File: src/rtl/tlb_cp0_ctrl_pkg.sv
// Shared field widths, CP0 register numbers, op encodings and FSM states for the TLB CP0 front end.
package tlb_cp0_ctrl_pkg;

  localparam int unsigned VPN2_W = 19;
  localparam int unsigned ASID_W = 8;
  localparam int unsigned PFN_W  = 20;
  localparam int unsigned C_W    = 3;
  localparam int unsigned MASK_W = 16;

  localparam logic [4:0] CP0_INDEX    = 5'd0;
  localparam logic [4:0] CP0_RANDOM   = 5'd1;
  localparam logic [4:0] CP0_LO0      = 5'd2;
  localparam logic [4:0] CP0_LO1      = 5'd3;
  localparam logic [4:0] CP0_PAGEMASK = 5'd5;
  localparam logic [4:0] CP0_WIRED    = 5'd6;
  localparam logic [4:0] CP0_ENTRYHI  = 5'd10;

  typedef enum logic [1:0] {
    OP_TLBP  = 2'b00,
    OP_TLBR  = 2'b01,
    OP_TLBWI = 2'b10,
    OP_TLBWR = 2'b11
  } tlb_op_e;

  typedef enum logic [1:0] {
    ST_IDLE = 2'd0,
    ST_EXEC = 2'd1,
    ST_DONE = 2'd2
  } tlb_state_e;

  // EntryLo payload in its architectural bit order (PFN[25:6] C[5:3] D V G)
  typedef struct packed {
    logic [PFN_W-1:0] pfn;
    logic [C_W-1:0]   c;
    logic             d;
    logic             v;
    logic             g;
  } entrylo_t;

endpackage

File: src/rtl/tlb_cp0_ctrl_random_ctr.sv
// Random register: free-running down counter that wraps within [Wired, TLBNUM-1].
module tlb_cp0_ctrl_random_ctr #(
  parameter int unsigned TLBNUM = 8,
  parameter int unsigned TLB_IW = 3
) (
  input  logic              clk,
  input  logic              resetn,
  input  logic [TLB_IW-1:0] i_wired,
  input  logic              i_wired_we,
  output logic [TLB_IW-1:0] o_random
);

  localparam logic [TLB_IW-1:0] RAND_TOP = TLB_IW'(TLBNUM - 1);

  logic [TLB_IW-1:0] r_random;
  logic              w_wrap;

  // Reload at or below the wired boundary; the zero test also covers Wired=0
  assign w_wrap = (r_random <= i_wired) || (r_random == '0);

  // Decrement every cycle; a Wired write restarts from the top
  always_ff @(posedge clk or negedge resetn) begin
    if (!resetn) begin
      r_random <= RAND_TOP;
    end else if (i_wired_we || w_wrap) begin
      r_random <= RAND_TOP;
    end else begin
      r_random <= r_random - TLB_IW'(1);
    end
  end

  assign o_random = r_random;

endmodule

File: src/rtl/tlb_cp0_ctrl.sv
// CP0 TLB-management front end: TLB CP0 registers plus TLBP/TLBR/TLBWI/TLBWR sequencing.
module tlb_cp0_ctrl
  import tlb_cp0_ctrl_pkg::*;
#(
  parameter int unsigned TLBNUM = 8,
  parameter int unsigned TLB_IW = 3
) (
  input  logic              clk,
  input  logic              resetn,
  input  logic              op_valid,
  input  logic [1:0]        op_type,
  output logic              op_ready,
  output logic              op_done,
  input  logic              mtc0_we,
  input  logic [4:0]        mtc0_addr,
  input  logic [31:0]       mtc0_wdata,
  input  logic [4:0]        mfc0_addr,
  output logic [31:0]       mfc0_rdata,
  output logic [ASID_W-1:0] cur_asid,
  output logic [VPN2_W-1:0] s_vpn2,
  output logic              s_odd_page,
  output logic [ASID_W-1:0] s_asid,
  input  logic              s_found,
  input  logic [TLB_IW-1:0] s_index,
  output logic [TLB_IW-1:0] r_index,
  input  logic [VPN2_W-1:0] r_vpn2,
  input  logic [ASID_W-1:0] r_asid,
  input  logic              r_g,
  input  logic [PFN_W-1:0]  r_pfn0,
  input  logic [C_W-1:0]    r_c0,
  input  logic              r_d0,
  input  logic              r_v0,
  input  logic [PFN_W-1:0]  r_pfn1,
  input  logic [C_W-1:0]    r_c1,
  input  logic              r_d1,
  input  logic              r_v1,
  input  logic [MASK_W-1:0] r_mask,
  output logic              we,
  output logic [TLB_IW-1:0] w_index,
  output logic [VPN2_W-1:0] w_vpn2,
  output logic [ASID_W-1:0] w_asid,
  output logic              w_g,
  output logic [PFN_W-1:0]  w_pfn0,
  output logic [C_W-1:0]    w_c0,
  output logic              w_d0,
  output logic              w_v0,
  output logic [PFN_W-1:0]  w_pfn1,
  output logic [C_W-1:0]    w_c1,
  output logic              w_d1,
  output logic              w_v1,
  output logic [MASK_W-1:0] w_mask
);

  tlb_state_e        r_state;
  tlb_op_e           r_op;
  logic              r_we;
  logic              r_op_done;
  logic              r_op_ready;

  logic              r_idx_p;
  logic [TLB_IW-1:0] r_idx;
  logic [VPN2_W-1:0] r_hi_vpn2;
  logic [ASID_W-1:0] r_hi_asid;
  entrylo_t          r_lo0;
  entrylo_t          r_lo1;
  logic [MASK_W-1:0] r_pmask;
  logic [TLB_IW-1:0] r_wired;

  logic [TLB_IW-1:0] w_random;
  logic              w_wired_we;
  logic              w_exec_p;
  logic              w_exec_r;
  logic [31:0]       w_rdata;

  assign w_wired_we = mtc0_we && (mtc0_addr == CP0_WIRED);
  assign w_exec_p   = (r_state == ST_EXEC) && (r_op == OP_TLBP);
  assign w_exec_r   = (r_state == ST_EXEC) && (r_op == OP_TLBR);

  tlb_cp0_ctrl_random_ctr #(
    .TLBNUM (TLBNUM),
    .TLB_IW (TLB_IW)
  ) u_random_ctr (
    .clk        (clk),
    .resetn     (resetn),
    .i_wired    (r_wired),
    .i_wired_we (w_wired_we),
    .o_random   (w_random)
  );

  // Op sequencer IDLE->EXEC->DONE with registered we/op_done/op_ready
  always_ff @(posedge clk or negedge resetn) begin
    if (!resetn) begin
      r_state    <= ST_IDLE;
      r_op       <= OP_TLBP;
      r_we       <= 1'b0;
      r_op_done  <= 1'b0;
      r_op_ready <= 1'b1;
    end else begin
      case (r_state)
        ST_IDLE: begin
          if (op_valid) begin
            r_state    <= ST_EXEC;
            r_op       <= tlb_op_e'(op_type);
            r_we       <= op_type[1];
            r_op_ready <= 1'b0;
          end
        end
        ST_EXEC: begin
          r_state   <= ST_DONE;
          r_we      <= 1'b0;
          r_op_done <= 1'b1;
        end
        ST_DONE: begin
          r_state    <= ST_IDLE;
          r_op_done  <= 1'b0;
          r_op_ready <= 1'b1;
        end
        default: begin
          r_state    <= ST_IDLE;
          r_we       <= 1'b0;
          r_op_done  <= 1'b0;
          r_op_ready <= 1'b1;
        end
      endcase
    end
  end

  // CP0 register file; op results are applied after mtc0 so they win a same-cycle collision
  always_ff @(posedge clk or negedge resetn) begin
    if (!resetn) begin
      r_idx_p   <= 1'b0;
      r_idx     <= '0;
      r_hi_vpn2 <= '0;
      r_hi_asid <= '0;
      r_lo0     <= '0;
      r_lo1     <= '0;
      r_pmask   <= '0;
      r_wired   <= '0;
    end else begin
      if (mtc0_we) begin
        case (mtc0_addr)
          CP0_INDEX:    r_idx   <= mtc0_wdata[TLB_IW-1:0];
          CP0_LO0:      r_lo0   <= mtc0_wdata[25:0];
          CP0_LO1:      r_lo1   <= mtc0_wdata[25:0];
          CP0_PAGEMASK: r_pmask <= mtc0_wdata[28:13];
          CP0_WIRED:    r_wired <= mtc0_wdata[TLB_IW-1:0];
          CP0_ENTRYHI: begin
            r_hi_vpn2 <= mtc0_wdata[31:13];
            r_hi_asid <= mtc0_wdata[7:0];
          end
          default: ;
        endcase
      end
      if (w_exec_p) begin
        r_idx_p <= !s_found;
        if (s_found) begin
          r_idx <= s_index;
        end
      end
      if (w_exec_r) begin
        r_hi_vpn2 <= r_vpn2;
        r_hi_asid <= r_asid;
        r_lo0     <= {r_pfn0, r_c0, r_d0, r_v0, r_g};
        r_lo1     <= {r_pfn1, r_c1, r_d1, r_v1, r_g};
        r_pmask   <= r_mask;
      end
    end
  end

  // mfc0 read mux; unimplemented bits and unlisted registers read zero
  always_comb begin
    w_rdata = '0;
    case (mfc0_addr)
      CP0_INDEX: begin
        w_rdata[31]         = r_idx_p;
        w_rdata[TLB_IW-1:0] = r_idx;
      end
      CP0_RANDOM:   w_rdata[TLB_IW-1:0] = w_random;
      CP0_LO0:      w_rdata[25:0]       = r_lo0;
      CP0_LO1:      w_rdata[25:0]       = r_lo1;
      CP0_PAGEMASK: w_rdata[28:13]      = r_pmask;
      CP0_WIRED:    w_rdata[TLB_IW-1:0] = r_wired;
      CP0_ENTRYHI: begin
        w_rdata[31:13] = r_hi_vpn2;
        w_rdata[7:0]   = r_hi_asid;
      end
      default: ;
    endcase
  end

  assign mfc0_rdata = w_rdata;
  assign op_ready   = r_op_ready;
  assign op_done    = r_op_done;
  assign cur_asid   = r_hi_asid;

  assign s_vpn2     = r_hi_vpn2;
  assign s_odd_page = 1'b0;
  assign s_asid     = r_hi_asid;
  assign r_index    = r_idx;

  // Write port is driven straight from the registers, so an mtc0 in EXEC lands only after the write
  assign we      = r_we;
  assign w_index = (r_op == OP_TLBWR) ? w_random : r_idx;
  assign w_vpn2  = r_hi_vpn2;
  assign w_asid  = r_hi_asid;
  assign w_g     = r_lo0.g & r_lo1.g;
  assign w_pfn0  = r_lo0.pfn;
  assign w_c0    = r_lo0.c;
  assign w_d0    = r_lo0.d;
  assign w_v0    = r_lo0.v;
  assign w_pfn1  = r_lo1.pfn;
  assign w_c1    = r_lo1.c;
  assign w_d1    = r_lo1.d;
  assign w_v1    = r_lo1.v;
  assign w_mask  = r_pmask;

endmodule
File: config.mk
export PLATFORM = sky130hd
export DESIGN_NAME = tlb_cp0_ctrl
export DESIGN_NICKNAME = d
export VERILOG_FILES = /design/src/rtl/tlb_cp0_ctrl_pkg.sv /design/src/rtl/tlb_cp0_ctrl_random_ctr.sv /design/src/rtl/tlb_cp0_ctrl.sv
export SDC_FILE = /design/constraint.sdc
export NUM_CORES = 1
export LEC_CHECK = 0
export ABC_AREA = 1
export CAP_MARGIN = 10
export CORE_UTILIZATION = 40
export CTS_BUF_LIST = sky130_fd_sc_hd__clkbuf_8
export DETAILED_ROUTE_END_ITERATION = 7
export GPL_TIMING_DRIVEN = 0
export PLACE_DENSITY = 0.77
export SLEW_MARGIN = 20
export SYNTH_ARGS = -nofsm -noshare
export SYNTH_HDL_FRONTEND = slang
export SYNTH_SLANG_ARGS = --single-unit
File: constraint.sdc
create_clock -name clk -period 1.6 [get_ports clk]
set_input_delay 0.32 -clock clk [delete_from_list [all_inputs] [get_ports clk]]
set_output_delay 0.32 -clock clk [all_outputs]
set_load 0.02 [all_outputs]
==> results.md, run 1 <==
* Status: finished with violations
* Failing checks: negative setup slack
* Post-Synth XOR/XNOR Area at 0%
* Mux share of post-synthesis cell area at 0%
* Num ports at 317
* Layout Skew at 0.0161 ns
* Met2 Usage GRT at 58.3%
* Largest net degree at the start of global routing at 61
* Grt peak-use layer: met2
* Worst VDD drop at 960 uV
* Finished Cell Area at 12300 sq um
* CTS tree: yes
* Area Overhead vs Synth at 72.3%
* Post-synth top area share at 37.9%
* Maxcap violations at 0
* Post-DP HPWL at 22.5 mm
* Synthesized flop and latch total at 112
* Seq/Total Area, Yosys at 39.4%
* Main combinational cell family by area after synthesis: simple AND/OR/NAND/NOR gates
* Global-route wire length before repair at 47.5 mm
* Initial antenna violation count at 1
* Synth cell types at 28
* Final worst-path cycle share at 107%
* Port Buf Inserts at 315
* Reg2reg start: r_op[0]
* Vias in the first global route at 8398
* Startpoint Class: register
* TritonRoute pass-1 iters at 5
* Grt ovf at 0
* Final max-slew violation count at 0
* Rows at 48
* Drt total wl at 33.2 mm
* Starting Density at 41.0%
* RSZ-0062 raised after global routing: yes
* CP required at 1.28 ns
* Dominant cell type by area after synthesis: dfrtp_1
* Core area at 17400 sq um
* Rel. slew slack at 65.2%
* Worst setup margin at -0.118 ns
* Post-Synth Adder-Cell Area at 0.878%
* R2R Path End: s_vpn2[13]
* Register area at 2820 sq um
* Peak Freq at 582 MHz
* Die Y at 135 microns
* Most frequent cell after synthesis: nand2_1
* Wire length per cell at 19.6 microns
* Gpl congestion at 0.906
* Met1 usage in global routing at 44.5%
* Nets at 1614
* Worst Tran Pin Value at 0.522 ns
* Maximum clock insertion buffer count at 2
* CP arrival at 1.40 ns
* R2R Setup Slk at 0.04 ns
* Clk_lat worst skew at 0.40 ns
* DRC Markers at 0
* Placement-stage cell area at 10600 sq um
* Vias per cell at 5.30
* Power Density at 1550 nW/um^2
* Leakage at 6.52 nW
* Worst reg2reg path depth at 7
* Worst setup path category: register to primary output
* H-tree depth at 3
* Simple-gate portion of the synthesized area at 43.7%
* Worst Setup SP: u_random_ctr.o_random[2]
* CTS Buf Count at 9
* CTS clk-pin slew, worst paths at 0.11 ns
* Fin crit period at 1.72 ns
* Die area at 18300 sq um
* Post-route ant nets at 0
* FFs w/ async S/R, synth at 100%
* Die X at 135 microns
* Worst hold path class: primary input to asynchronous set/reset pin
* Total global routing track utilization at 35.0%
* Post-synth top cells: 464 x nand2_1, 196 x nand3_1, 108 x dfrtp_1, 87 x buf_4, 34 x inv_1
* GRT met3 Usage at 5.91%
* Area of the multi-input gates at 3700 sq um
* Main area contributors after synthesis: dfrtp_1 38%, nand2_1 24%, nand3_1 14%, buf_4 9.2%, nand4_1 2.4%
* Number of flops mapped to enable cells by yosys at 0
* Ys Warns at 0
* Crit Path Max Fanout at 3
* Initial drt markers at 880
* Pre-CTS WS at -1.64 ns
* Layout cells sized above 1 at 31.8%
* Via count at 8963
* Clk sinks at 112
* Final number of hold-violating endpoints at 0
* CP endpoint kind: primary output
* Fillers at 1442
* Mapped Cells at 1035
* Mapped Area at 7120 sq um
* Synth Area per Inst at 6.88 sq um
* Root buf cell: clkbuf_8
* Syn nets at 1186
* Dominant synthesized flop cell: dfrtp_1
* Compound-Gate Fraction of Synth Area at 1.26%
* Final setup violation count at 28
worst max-delay path by stage:
stage                                 to  cells past startpoint
final                      mfc0_rdata[2]                      5
after global routing       mfc0_rdata[2]                      5
after CTS                 mfc0_rdata[14]                      9
after detailed placement  mfc0_rdata[26]                      8
after global placement        r_wired[1]                      1
after floorplan           mfc0_rdata[31]                      4
routing by layer:
metal  vias to the layer above  share of wire (%)
met4                         0                4.0
met2                       583                 49
met1                      4179                 39
li1                       4103                  -
met5                         -                  0
met3                        98                8.8
sequential cells by signal, summed over array words and instances (netlist names), 2 cells and up:
name                   flops
s_vpn2                    19
cur_asid                   8
r_op                       2
w_pfn1                    20
w_pfn0                    20
w_c1                       3
r_wired                    3
w_mask                    16
u_random_ctr.o_random      3
w_c0                       3
r_state                    2
r_index                    3
cell type report:
type | count | area share [%]
multi-input cells | 747 | 30.2
inverters | 39 | 1.36
repair buffers | 418 | 32.3
diodes | 1 | 0.0204
repair inverters | 1 | 0.0917
clock buffers | 10 | 1.12
plain buffers | 135 | 9.52
clock inverters | 4 | 0.183
well taps | 225 | 2.29
flip-flops and latches | 112 | 23.0
cell usage in the layout, fill, tap and decap left out, types with 4 or more instances in the layout:
master	count
nand2_1	397
nand3_1	185
buf_4	181
clkdlybuf4s50_1	137
dfrtp_1	100
dlygate4sd2_1	60
buf_6	58
nand2_2	57
clkdlybuf4s15_1	32
inv_1	27
nand4_1	27
buf_2	27
clkbuf_2	18
buf_8	14
nor2_1	14
nor2_4	13
nand3_2	11
clkbuf_8	11
nand2_4	10
buf_12	10
inv_2	9
dfrtp_2	8
nand2_8	5
o21ai_0	5
clkbuf_4	5
a21oi_1	4
clkbuf_16	4
o21ai_1	4
dfstp_2	4
power by group:
part           leakage [nW]  internal [mW]  total, mW  switching, mW
sequential             1.38           4.23       5.61           1.37
clock                0.0896          0.590       1.61           1.02
combinational          5.05           5.67       11.8           6.09
cells by family (layout without fill, tap and decap cells):
logic type	after synthesis	after routing
DFF	112	112
other	1	2
buffers and inverters	176	607
AOI/OAI and AO/OA	17	17
adders and majority gates	5	5
and+or+nand+nor	724	724
timing repair:
action | in CTS | in global routing
hold endpoints to repair | 51 | 0
endpoints found under the setup margin | 247 | 181
setup buffers | 64 | 30
pin swaps | 41 | 37
resized for setup | 602 | 213
gates cloned | 8 | 3
hold buffers | 1 | 0
critical path, cell delays in order (launching register included):
cell	delay, ns
dfstp_2	0.58
nand3_1	0.10
nand2_1	0.08
inv_1	0.04
nand2_2	0.07
buf_6	0.12
stage by stage:
stage | power (mW) | hold slack, ns | TNS (ns) | utilization [%] | instances
final | 19.0 | 0.444 | -1.55 | 70.7 | 1692
after global routing | 19.9 | 0.465 | -3.49 | 70.7 | 1692
after CTS | 18.0 | 0.444 | -1.79 | 66.9 | 1663
after detailed placement | 16.4 | 0.309 | -87.58 | 61.0 | 1576
after global placement | 16.2 | 0.463 | -553.28 | 60.8 | 1575
after floorplan | 11.2 | 0.0244 | 0 | - | 1035
No activity file was read; power rests on OpenSTA's default activity.
==> inputs of run 2 (changes only) <==
- CORE_MARGIN: not set -> 1.5
==> run 2 against run 1 <==
  * The run still ends with negative setup slack left
  * Maximum frequency is 3.1% lower
  * Clock power is 21% higher
  * Combinational power hardly changed
  * Critical path type is now primary input to primary output
  * Largest power group unchanged
==> results.md, run 2 (synthesis gave the netlist of run 1 again) <==
* Final Non-Filler Cells at 1686 (-0.35%)
* Root buf cell: clkbuf_8
* Initial antenna violation count at 2 (+1)
* Vias per cell at 5.33 (+0.59%)
* Grt ovf at 0 (unchanged)
* Via count at 8984 (+0.23%)
* Global-route wire length before repair at 47.8 mm (+0.70%)
* Worst hold margin at 0.402 ns (-0.0424 ns)
* Peak Freq at 564 MHz (-3.1%)
* Max incr delay on CP at 0.18 ns (-0.40 ns)
* Maximum clock insertion buffer count at 2 (unchanged)
* Failing checks: negative setup slack
* Layout cells sized above 1 at 31.2% (-0.62 points)
* Leakage at 6.44 nW (-1.1%)
* Die Y at 136 microns (+0.74%)
* Initial drt markers at 762 (-13%)
* Maxcap violations at 0 (unchanged)
* R2R Setup Slk at 0.02 ns (-0.02 ns)
* Worst setup margin at -0.173 ns (-0.0551 ns)
* Clk sinks at 112 (unchanged)
* CP required at 1.28 ns (about the same)
* Total global routing track utilization at 34.6% (-0.40 points)
* Cell total after placement at 1576 (unchanged)
* Post-route ant nets at 0 (unchanged)
* Final number of hold-violating endpoints at 0 (unchanged)
* Final max-slew violation count at 0 (unchanged)
* CTS clk-pin slew, worst paths at 0.13 ns (+0.02 ns)
* Post-DP HPWL at 22.4 mm (-0.42%)
* Status: finished with violations
* CP arrival at 1.45 ns (+0.05 ns)
* Nets at 1606 (-0.50%)
* Starting Density at 41.0% (unchanged)
* RSZ-0062 raised after global routing: yes
* Gpl congestion at 0.905 (about the same)
* Final worst-path cycle share at 111% (+3.4 points)
* Core area at 17400 sq um (unchanged)
* Worst setup path category: primary input to primary output
* CTS tree: yes
* Die area at 18600 sq um (+1.5%)
* Wire length per cell at 19.5 microns (-0.78%)
* Area Overhead vs Synth at 69.8%
* Commonest non-fill, non-tap cells in the layout: 404 x nand2_1, 186 x nand3_1, 177 x buf_4
* Die X at 136 microns (+0.74%)
* Clk_lat worst skew at 0.41 ns (about the same)
* Fillers at 1473 (+2.1%)
* Num ports at 317 (unchanged)
* Fin crit period at 1.77 ns (+0.0551 ns)
* DRC Markers at 0 (unchanged)
* TritonRoute pass-1 iters at 5 (unchanged)
* Largest net degree at the start of global routing at 70 (+15%)
* Final setup violation count at 31 (+11%)
* Crit Path Max Fanout at 5 (+2)
* Placement-stage cell area at 10600 sq um (unchanged)
* Pre-CTS WS at -1.61 ns (+0.0297 ns)
* Finished Cell Area at 12100 sq um (-1.4%)
* Slowest stage cell on the critical path: nor2_4
* Crit-path cells: buf_8, nor2_4, nand2_2, nor2_4, buf_12, buf_8, nand2_2, nand4_1, buf_6
* CTS Buf Count at 9 (unchanged)
* Commonest non-fill, non-tap cell in the layout: nand2_1
* Power Density at 1590 nW/um^2 (+2.7%)
* H-tree depth at 3 (unchanged)
* Vias in the first global route at 8411 (+0.15%)
* Rows at 48 (unchanged)
* Drt total wl at 32.8 mm (-1.1%)
* Port Buf Inserts at 315 (unchanged)
* Startpoint Class: primary input
* Layout Skew at 0.0203 ns (+0.00420 ns)
* Worst VDD drop at 1080 uV (+13%)
* Worst hold path class: primary input to asynchronous set/reset pin
* CP endpoint kind: primary output
[run 2: worst max-delay path, delay by kind of cell]
family	cells	cell delay (ns)
simple gates	5	0.56
buf+inv	4	0.56
[run 2: power breakdown]
part / switching, mW / internal [mW]
Sequential: 1.37 / 4.23
Clock: 1.06 / 0.886
Combinational: 6.04 / 5.60
Total: 8.48 / 10.7
[run 2: final timing paths]
check / from / to / cells after the start
setup / recovery: mfc0_addr[3] / mfc0_rdata[23] / 9
hold / removal: resetn / w_mask[1] / 2
setup reg to reg: u_random_ctr.o_random[1] / u_random_ctr.o_random[0] / 8
hold reg to reg: op_done / op_done / 1
max in group asynchronous: resetn / u_random_ctr.o_random[0] / 3
min in group clk: s_index[2] / r_index[2] / 3
[run 2: through the flow]
step / power, mW / setup TNS [ns] / utilization [%]
2_1_floorplan: 11.2 / 0 / -
3_3_place_gp: 16.2 / -553.39 / 60.8
3_5_place_dp: 16.4 / -88.32 / 61.0
4_1_cts: 18.5 / -2.77 / 67.1
5_1_grt: 20.2 / -4.56 / 69.7
6_report: 19.2 / -3.11 / 69.7
[run 2: cell type report]
type                    count  area [sq um]  share of cell area, %
repair buffers            410          3850                   31.8
multi-input cells         747          3690                   30.5
flip-flops and latches    112          2820                   23.3
plain buffers             135          1060                   8.73
well taps                 225           282                   2.33
inverters                  39           169                   1.40
clock buffers               9           124                   1.02
clock inverters             7          96.3                  0.796
repair inverters            1          11.3                 0.0931
diodes                      1          2.50                 0.0207
[run 2: metal layers]
metal,vias to the layer above,GRT usage (%),wire [microns]
met5,-,0,16
met4,2,14.7,1530
met3,112,8.39,3190
met2,561,57.0,15500
met1,4222,43.2,12600
li1,4087,-,-
[run 2: repair_timing]
item / 4_1_cts / 5_1_grt
hold buffers: 1 / 0
buffers inserted: 68 / 23
endpoints found under the setup margin: 248 / 171
endpoints found under the hold margin: 42 / 0
gates resized for setup: 607 / 165
pin swaps: 42 / 30
cloned: 7 / 1
==> inputs of run 3 (changes only) <==
- CORE_MARGIN: 1.5 -> 3
- REMOVE_ABC_BUFFERS: not set -> 1
==> run 3 against run 2 <==
  * The run still ends with negative setup slack left
  * Hold slack gained 0.048 ns
  * Final area down 0.35%
  * Largest cell class unchanged
  * Clock power about the same
  * Highest routed layer is now met4
  * Sequential cell count did not move
  * Critical path depth fell by 4
  * Worst setup slack gained 0.0059 ns
  * Critical path type is now register to primary output
==> results.md, run 3 (synthesis gave the netlist of run 1 again) <==
* Setup TNS at -6.11 ns (-3.00 ns)
* Startpoint Class: register
* Worst hold path class: primary input to asynchronous set/reset pin
* Reg2reg start: r_op[1]
* Number of antenna diodes at 0 (-1)
* CP endpoint kind: primary output
* Clk_lat worst skew at 0.40 ns (about the same)
* Layout cells sized above 1 at 24.9% (-6.2 points)
* Final setup violation count at 112 (+260%)
* Met1 usage in global routing at 38.4% (-4.8 points)
* Post-route ant nets at 0 (unchanged)
* CTS clk-pin slew, worst paths at 0.13 ns (about the same)
* Peak Freq at 566 MHz (+0.33%)
* Die area at 19400 sq um (+4.4%)
* P_sw at 8.12 mW (-4.2%)
* Grt peak-use layer: met2
* Nets at 1490 (-7.2%)
* Worst Setup SP: r_index[1]
* CP required at 1.28 ns (about the same)
* Clock power share at 11.5% (+1.4 points)
* Vias in the first global route at 8135 (-3.3%)
* Fillers at 1353 (-8.1%)
* Total global routing track utilization at 31.6% (-3.0 points)
* Internal at 8.82 mW (-18%)
* Core area at 17400 sq um (unchanged)
* Combinational power share at 55.1% (-5.6 points)
* Maximum clock insertion buffer count at 2 (unchanged)
* Vias per cell at 5.58 (+4.8%)
* Root buf cell: clkbuf_8
* Worst Tran Pin Value at 0.726 ns
* Initial antenna violation count at 0 (-2)
* Rel. slew slack at 51.6%
* Register area at 2810 sq um (-0.27%)
* DRC Markers at 0 (unchanged)
* Leakage at 6.15 nW (-4.6%)
* Die X at 139 microns (+2.2%)
* Initial drt markers at 778 (+2.1%)
* RSZ-0062 raised after global routing: yes
* Drt total wl at 35.4 mm (+7.8%)
* Crit Path Max Fanout at 3 (-2)
* Area of the multi-input gates at 4260 sq um (+15%)
* Commonest non-fill, non-tap cells in the layout: 358 x nand2_1, 190 x nand3_1, 136 x clkdlybuf4s50_1
* Failing checks: negative setup slack
* Met2 Usage GRT at 54.0% (-3.0 points)
* H-tree depth at 3 (unchanged)
* Clk sinks at 112 (unchanged)
* Port Buf Inserts at 315 (unchanged)
* Sequential power share at 33.3% (+4.1 points)
* Num ports at 317 (unchanged)
* Status: finished with violations
* Final number of hold-violating endpoints at 0 (unchanged)
* GRT met3 Usage at 7.18% (-1.2 points)
* Fin crit period at 1.77 ns (-0.00590 ns)
* Largest net degree at the start of global routing at 62 (-11%)
* Final worst-path cycle share at 110% (-0.37 points)
* Worst setup path category: register to primary output
* Switch share at 47.9% (+3.8 points)
* Die Y at 139 microns (+2.2%)
* Post-DP HPWL at 17.9 mm (-20%)
* CTS Buf Count at 9 (unchanged)
* Rows at 48 (unchanged)
* Final max-slew violation count at 0 (unchanged)
* Area Overhead vs Synth at 69.2%
* Fin util at 69.4% (-0.24 points)
* Via count at 8761 (-2.5%)
* CP arrival at 1.45 ns (about the same)
* Layout Skew at 0.0306 ns (+0.0103 ns)
* Worst VDD drop at 1040 uV (-4.0%)
* Power Density at 1410 nW/um^2 (-11%)
* Gpl congestion at 0.864 (-4.5%)
* Grt ovf at 0 (unchanged)
* TritonRoute pass-1 iters at 6 (+1)
* Global-route wire length before repair at 47.5 mm (-0.59%)
* Starting Density at 41.0% (unchanged)
* Worst setup margin at -0.167 ns (+0.00590 ns)
* CTS tree: yes
* Maxcap violations at 0 (unchanged)
* Wire length per cell at 22.5 microns (+16%)
* Commonest non-fill, non-tap cell in the layout: nand2_1
[run 3: changes by cell type in the layout (fill, tap and decap cells not counted), moves of 7 or more]
cell,previous run,this run
buf_2,34,1
nand2_2,47,81
clkdlybuf4s15_1,35,1
clkbuf_2,16,2
nand2_8,1,21
buf_4,177,49
nand2_1,404,358
nand2_4,17,24
dlygate4sd2_1,58,135
buf_6,58,45
buf_12,7,27
[run 3: final cells by class]
class	instances	area share, %
flip-flops and latches	112	23.3
clock inverters	6	0.695
well taps	225	2.34
repair buffers	409	35.4
multi-input cells	767	35.3
inverters	39	1.66
repair inverters	1	0.135
clock buffers	10	1.14
[run 3: power groups by stage]
stage / combinational (mW) / sequential (mW) / clock, mW
2_1_floorplan: 2.10 / 7.45 / 0
5_1_grt: 9.87 / 5.80 / 2.06
3_5_place_dp: 9.23 / 5.61 / 0
3_3_place_gp: 8.96 / 5.53 / 0
4_1_cts: 8.52 / 5.53 / 1.96
6_report: 9.34 / 5.65 / 1.96
[run 3: metal layers]
layer	wire, microns	up-vias
li1	-	3893
met1	13200	4120
met2	17100	620
met3	3310	128
met4	1760	0
met5	0	-
[run 3: metrics by stage]
step	total power, mW	hold WS [ns]	setup slack [ns]	cell area, sq um	cells
after floorplan	9.56	0.0244	-1.73	6220	898
after global placement	14.5	0.478	-4.27	9660	1438
after detailed placement	14.8	0.305	-1.84	9850	1446
after CTS	16.0	0.439	-0.0905	11100	1525
after global routing	17.7	0.463	-0.204	12100	1569
final	16.9	0.449	-0.167	12100	1569
[run 3: path summary, 6_finish.rpt]
| kind | depth (start not counted) | slack, ns | end |
|---|---|---|---|
| setup / recovery | 5 | -0.17 | mfc0_rdata[1] |
| max in group asynchronous | 3 | 0.38 | u_random_ctr.o_random[2] |
| setup reg to reg | 9 | -0.13 | w_pfn0[10] |
| min in group clk | 3 | 0.47 | r_index[2] |
| hold / removal | 2 | 0.45 | s_vpn2[13] |
| hold reg to reg | 2 | 0.50 | w_pfn0[7] |
[run 3: worst max-delay path: stages (launching register included)]
cell and delay, ns:
dfrtp_1 0.44, nand4_1 0.13, nand2_1 0.09, nor2_1 0.14, nand2_1 0.11, buf_6 0.14
[run 3: what timing repair did]
item | in CTS | in global routing
setup buffers | 48 | 33
resized for setup | 490 | 151
hold buffers | 1 | 0
setup endpoints to repair | 269 | 140
pin swaps | 42 | 39
endpoints found under the hold margin | 51 | 0
gates cloned | 15 | 12
